$ cat src/rtl/axi_rd_arbiter.sv
// Read-channel arbiter: one outstanding read shared by I/D prefetchers, same-cycle handoff on completion.
// Build option ARB_RR_EN selects round-robin conflict resolution instead of D-priority with I-side aging.
module axi_rd_arbiter #(
  parameter int unsigned MAX_WAIT = 8
) (
  input  logic         clk,
  input  logic         resetn,
  input  logic         i_rd_req,
  input  logic [1:0]   i_rd_type,
  input  logic [31:0]  i_rd_addr,
  output logic         i_rd_rdy,
  output logic         i_ret_valid,
  output logic         i_ret_half,
  input  logic         d_rd_req,
  input  logic [1:0]   d_rd_type,
  input  logic [31:0]  d_rd_addr,
  output logic         d_rd_rdy,
  output logic         d_ret_valid,
  output logic         d_ret_half,
  output logic [255:0] ret_data,
  output logic         axi_rd_req,
  output logic [1:0]   axi_rd_type,
  output logic [31:0]  axi_rd_addr,
  input  logic         axi_rd_rdy,
  input  logic         axi_ret_valid,
  input  logic         axi_ret_half,
  input  logic [255:0] axi_ret_data
);

  typedef enum logic {IDLE = 1'b0, BUSY = 1'b1} state_t;

  state_t state, state_nxt;
  logic   owner, owner_nxt;
  logic   win, both, sel, req_any, accept;

`ifdef ARB_RR_EN
  logic last, last_nxt;
`else
  localparam logic [3:0] MAX_AGE = 4'(MAX_WAIT);
  logic [3:0] age, age_nxt;
`endif

  assign ret_data = axi_ret_data;
  assign win      = (state == IDLE) || axi_ret_valid;
  assign both     = i_rd_req && d_rd_req;
  assign req_any  = i_rd_req || d_rd_req;
  assign accept   = win && req_any && axi_rd_rdy;

  // sel: 0 = I-side, 1 = D-side
`ifdef ARB_RR_EN
  assign sel = both ? ~last : d_rd_req;
`else
  assign sel = both ? (age != MAX_AGE) : d_rd_req;
`endif

  always_ff @(posedge clk) begin
    if (!resetn) begin
      state <= IDLE;
      owner <= 1'b0;
`ifdef ARB_RR_EN
      last  <= 1'b0;
`else
      age   <= 4'd0;
`endif
    end else begin
      state <= state_nxt;
      owner <= owner_nxt;
`ifdef ARB_RR_EN
      last  <= last_nxt;
`else
      age   <= age_nxt;
`endif
    end
  end

  always_comb begin
    state_nxt = state;
    owner_nxt = owner;
`ifdef ARB_RR_EN
    last_nxt  = last;
`else
    age_nxt   = age;
`endif
    if (accept) begin
      state_nxt = BUSY;
      owner_nxt = sel;
`ifdef ARB_RR_EN
      last_nxt  = sel;
`else
      if (!sel)
        age_nxt = 4'd0;
      else if (both && age != MAX_AGE)
        age_nxt = age + 4'd1;
`endif
    end else if (state == BUSY && axi_ret_valid) begin
      state_nxt = IDLE;
    end
  end

  // Everything except the data bus is held low during reset.
  always_comb begin
    axi_rd_req  = 1'b0;
    axi_rd_type = 2'b00;
    axi_rd_addr = 32'd0;
    i_rd_rdy    = 1'b0;
    d_rd_rdy    = 1'b0;
    i_ret_valid = 1'b0;
    i_ret_half  = 1'b0;
    d_ret_valid = 1'b0;
    d_ret_half  = 1'b0;
    if (resetn) begin
      axi_rd_req  = win && req_any;
      axi_rd_type = sel ? d_rd_type : i_rd_type;
      axi_rd_addr = sel ? d_rd_addr : i_rd_addr;
      i_rd_rdy    = win && i_rd_req && !sel && axi_rd_rdy;
      d_rd_rdy    = win && d_rd_req && sel && axi_rd_rdy;
      i_ret_valid = (state == BUSY) && !owner && axi_ret_valid;
      i_ret_half  = (state == BUSY) && !owner && axi_ret_half;
      d_ret_valid = (state == BUSY) && owner && axi_ret_valid;
      d_ret_half  = (state == BUSY) && owner && axi_ret_half;
    end
  end

endmodule

$ cat config.mk
export PLATFORM = sky130hd
export DESIGN_NAME = axi_rd_arbiter
export DESIGN_NICKNAME = d
export VERILOG_FILES = /design/src/rtl/axi_rd_arbiter.sv
export SDC_FILE = /design/constraint.sdc
export NUM_CORES = 1
export LEC_CHECK = 0
export CAP_MARGIN = 15
export CORE_AREA = 5 5 244 246
export DETAILED_ROUTE_END_ITERATION = 10
export DIE_AREA = 0 0 249 251
export DONT_BUFFER_PORTS = 1
export HOLD_SLACK_MARGIN = 0.02
export PLACE_DENSITY = 0.3
export REMOVE_ABC_BUFFERS = 1
export SLEW_MARGIN = 25
export SYNTH_ARGS = -nofsm -noshare
export SYNTH_HDL_FRONTEND = slang
export SYNTH_SLANG_ARGS = --single-unit
$ cat constraint.sdc
create_clock -name clk -period 2.1 [get_ports clk]
set_clock_uncertainty 0.15 [all_clocks]
set_input_delay 0.315 -clock clk [delete_from_list [all_inputs] [get_ports clk]]
set_output_delay 0.315 -clock clk [all_outputs]
set_load 0.01 [all_outputs]
* Yosys cells after proc, flatten, opt, wreduce, memory -nomap -nowiden
Cells that the tools add are included. W data, S select, Z words.
Operators by class: add/subtract/negate cells 1, equal/unequal tests 2, multiplexer cells 16, bitwise gates (word level) 1, reduce and logical (&&, ||, !) cells 23
Operators by type and width (number):
- $mux W32 | 2
- $logic_and A1 B1 Y1 | 17
- $mux W1 | 10
- $mux W4 | 2
- $add A4 B1 Y4 const B | 1
- $mux W2 | 2
- $ne A4 B4 Y1 const B | 1
- $logic_not A1 Y1 | 2
- $logic_or A1 B1 Y1 | 2
- $ne A2 B1 Y1 const B | 1
- $reduce_and A2 Y1 | 1
- $reduce_bool A2 Y1 | 1
- $not A1 Y1 | 1
Word-level totals: flip-flop bits (word level) 6

* Depth between registers and ports, before layout
depth after elaboration 6, gate-level depth with buffers 8, depth with buffers taken out 6

* Worst setup path after synthesis
Ideal clock, no wire load.
path type reg-to-output, start point register age[0], end point output port axi_rd_addr[28], arrival time 1.381 ns, path slack 0.254 ns, stages on the path, launching flop included 8, path buffers 1, cells stage by stage dfxtp_1 -> inv_1 -> ha_1 -> nand4b_4 -> and2_4 -> buf_2 -> nand2_1 -> a21boi_0
Between the ends: longest elaborated chain between the ends 4
Ends and longest elaborated chain:
- start: declaration | RTL line 40 | logic [3:0] age, age_nxt;
- start signal: assignment | RTL line 71 | age <= age_nxt;
- $ne A4 B4 Y1 | RTL line 53 | assign sel = both ? (age != MAX_AGE) : d_rd_req;
- $mux W1 | RTL line 53
- $mux W32 | RTL line 114 | axi_rd_addr = sel ? d_rd_addr : i_rd_addr;
- $mux W32 | RTL line 111 | if (resetn) begin
- end: declaration | RTL line 23 | output logic [31:0] axi_rd_addr,
No other way between the ends.

* Worst setup path after layout
start point register age[1], end point output port axi_rd_addr[17]
The elaborated chain is that of the path after synthesis.

==> flow_metrics.tcl <==
set metrics [dict create \
    drc_errors 0 \
    crit_path_start_kind "flip-flop" \
    grt_setup_unrepaired "yes" \
    first_pass_iters 6 \
    cts_made_buffers 3 \
    layout-drive-gt1-share_pct 39.78 \
    syn_inst 420 \
    end_kind "output pin" \
    cp_slowest_stage_delay_ns 0.33 \
    hp-class "in -> reg" \
    cap_viol_max_count 0 \
    rows 88 \
    synth_cell_types 26 \
    rr_startpoint "age[1]$_SDFFE_PN0P_" \
    wl_um 88850 \
    ir_drop_v 0.0002753 \
    crit_top_cell "buf_12" \
    p_int_w 0.0004842 \
    ys.flop_type "dfxtp_1" \
    io_pins 628 \
    required_ns 1.63 \
    clockBufferDepth 2 \
    gp_congestion 1.319 \
    status "finished, violations left" \
    fin_crit_sh_pct 100.2 \
    drtIter0Drc 196 \
    seqPwrFrac_pct 17.4 \
    maxSlewViolCount 0 \
    timing.rr.end "age[2]$_SDFFE_PN0P_" \
    holdPathEnd "owner$_SDFFE_PN0P_" \
    switchingPower_w 0.0002160 \
    tightest_slew_ns 0.3386 \
    core-area_um2 57140 \
    setup_ws_ns -0.003231 \
    critical_path_class "reg -> out" \
    grt_pass1_vias 2104 \
    whs_ns 0.07469 \
    ant_nets 0 \
    synth_top_area_cell "buf_4" \
    antenna_found_initial 11 \
    failed_checks "negative setup slack" \
    routedWlPerCell_um 93.82 \
    nNetsFinal 516 \
    grt_pass1_wl_um 94370 \
    synth_common_cells "258 x buf_4, 75 x nand2_1, 28 x a21boi_1" \
    path_clk_slew_ns 0.04 \
    yosys-top-cells-area "buf_4 67%, nand2_1 9.7%, a21boi_1 7.2%" \
    hold_depth 2 \
    slew_headroom_pct 77.51 \
    min_period_ns 2.103 \
    root_buffer "clkbuf_16" \
    p_leak_nw 0.6355 \
    grt_max_degree 48 \
    grt_usage_pct 27.05 \
    yosysWarnings 0 \
    max_freq_mhz 475.5 \
    cts_tree "built" \
    synth_seq_area_share_pct 4.129 \
    syn_area_per_cell_um2 6.926 \
    p_clk_share_pct 44.7 \
    syn_to_final_growth_pct -17.33 \
    insertion_delay_ns 0.23 \
    crit_slowest_cell "dfxtp_2" \
    dp_cells 935 \
    place.port_buffers 0 \
    combPwrFrac_pct 37.9 \
    fp.dieH_um 251 \
    crit_arrival_ns 1.64 \
    clkSinkCount 6 \
    path_cells "inv_2 -> ha_4 -> nand4b_4 -> and2_4 -> buf_12 -> buf_12 -> nand2_4 -> a21boi_2 -> buf_4" \
    fin_cells 947 \
    vias 2345 \
    synthArstFlopShare_pct 0 \
    die_area_um2 62500 \
    worstRegToRegCells 7 \
    cts_hold_buffers 0 \
    start_util_pct 5.091 \
    finalHoldViolations 0 \
    synth.most_common_cell "buf_4" \
    grt-ovfl-total 0 \
    setup_viol 3 \
    ys_ff_latch 6 \
    hp-start "resetn" \
    rrSetupSlack_ns 0.62 \
    via_per_inst 2.476 \
    fp.dieW_um 249 \
    cp_max_fo 8 \
    swShare_pct 30.85 \
    syn_area_um2 2909 \
    yosys.area.top_type_share_pct 66.58 \
    synth-edff-count 0 \
    fin_util_pct 4.208 \
    h-tree-depth 1 \
    powerDensity_nw_per_um2 291.2 \
    hpwl_um 87040 \
]
## critical path: cells and delay by family (launching register included)
family | cells | cell delay, ns
buffers and inverters | 4 | 0.47
AO/OA/AOI/OAI | 1 | 0.14
AND/OR/NAND/NOR | 3 | 0.32
flip-flops | 1 | 0.33
adder cells (fa/ha/maj) | 1 | 0.15
## layer usage
metal / up-vias / GRT usage (%) / part of all wire (%)
met3: 98 / 44.10 / 33
met4: 42 / 10.67 / 5.7
met1: 805 / 4.602 / 6.5
met5: - / 10.30 / 1.2
li1: 580 / - / -
met2: 820 / 52.23 / 53
## state kept, by name, indices dropped and copies added (netlist names)
name	flops
state	1
age	4
owner	1
## how the worst max path moves through the flow
stage                                   start               to  slack, ns
after global placement    age[0]$_SDFFE_PN0P_  axi_rd_addr[31]      -0.25
final                     age[1]$_SDFFE_PN0P_  axi_rd_addr[17]     -0.003
after CTS                 age[0]$_SDFFE_PN0P_  axi_rd_addr[17]      -0.03
after global routing      age[0]$_SDFFE_PN0P_  axi_rd_addr[25]      -0.06
after floorplan           age[0]$_SDFFE_PN0P_  axi_rd_addr[27]       0.20
after detailed placement  age[0]$_SDFFE_PN0P_  axi_rd_addr[28]      -0.23
## cell families (layout without fill, tap and decap cells)
group / after synthesis / count (layout) / synth area share, %
fa+ha+maj: 2 / 2 / 0.8601
other cells: 0 / 1 / 0
flops: 6 / 6 / 4.129
buf+inv: 270 / 31 / 69.03
compound gates: 43 / 43 / 11.01
simple gates: 99 / 99 / 14.97
## placed cells by master (no fill, tap or decap), drive strengths merged
master,synthesis,routed
a21boi,38,38
ha,2,2
diode,0,1
nand2,76,76
dfxtp,6,6
a31oi,1,1
or2,1,1
buf,264,26
nor2,6,6
clkbuf,4,3
o21ai,3,3
nand3,6,6
nand4b,2,2
and3,3,3
o32a,1,1
inv,2,2
nor2b,1,1
nand2b,2,2
nand3b,1,1
and2,1,1
## timing repair
| item | CTS | global route |
|---|---|---|
| setup buffers | 6 | 1 |
| gates resized for setup | 51 | 7 |
| gates cloned | 1 | 0 |
| setup endpoints to repair | 34 | 16 |
| pin swaps | 12 | 12 |
## power groups by stage
stage	Clock, W	Sequential (W)	Combinational, W
CTS	0.000316	0.000122	0.000262
floorplan	0	0.000123	0.000119
global route	0.000324	0.000123	0.000285
finish	0.000313	0.000122	0.000265
detailed placement	0	0.000124	0.000205
global placement	0	0.000124	0.000202
## through the flow
stage                TNS [ns]  setup slack, ns  power (W)  instance area [um^2]
finish              -0.009574        -0.003231  0.0007002                  2405
global route           -1.145         -0.06412  0.0007320                  2405
CTS                   -0.1868         -0.03026  0.0007001                  2371
detailed placement    -0.9912          -0.2342  0.0003283                  2038
global placement       -1.009          -0.2521  0.0003258                  2038
floorplan                   0           0.1952  0.0002415                 908.4
## layout make-up
cell class / instances / area (um^2)
Inverter: 2 / 7.507
Clock buffer: 3 / 75.07
Antenna cell: 1 / 2.502
Multi-Input combinational cell: 144 / 943.4
Sequential cell: 6 / 122.6
Fill cell: 6772 / 54740
Tap cell: 765 / 957.2
Timing Repair Buffer: 26 / 296.5
Power figures use the tool's default switching activity.
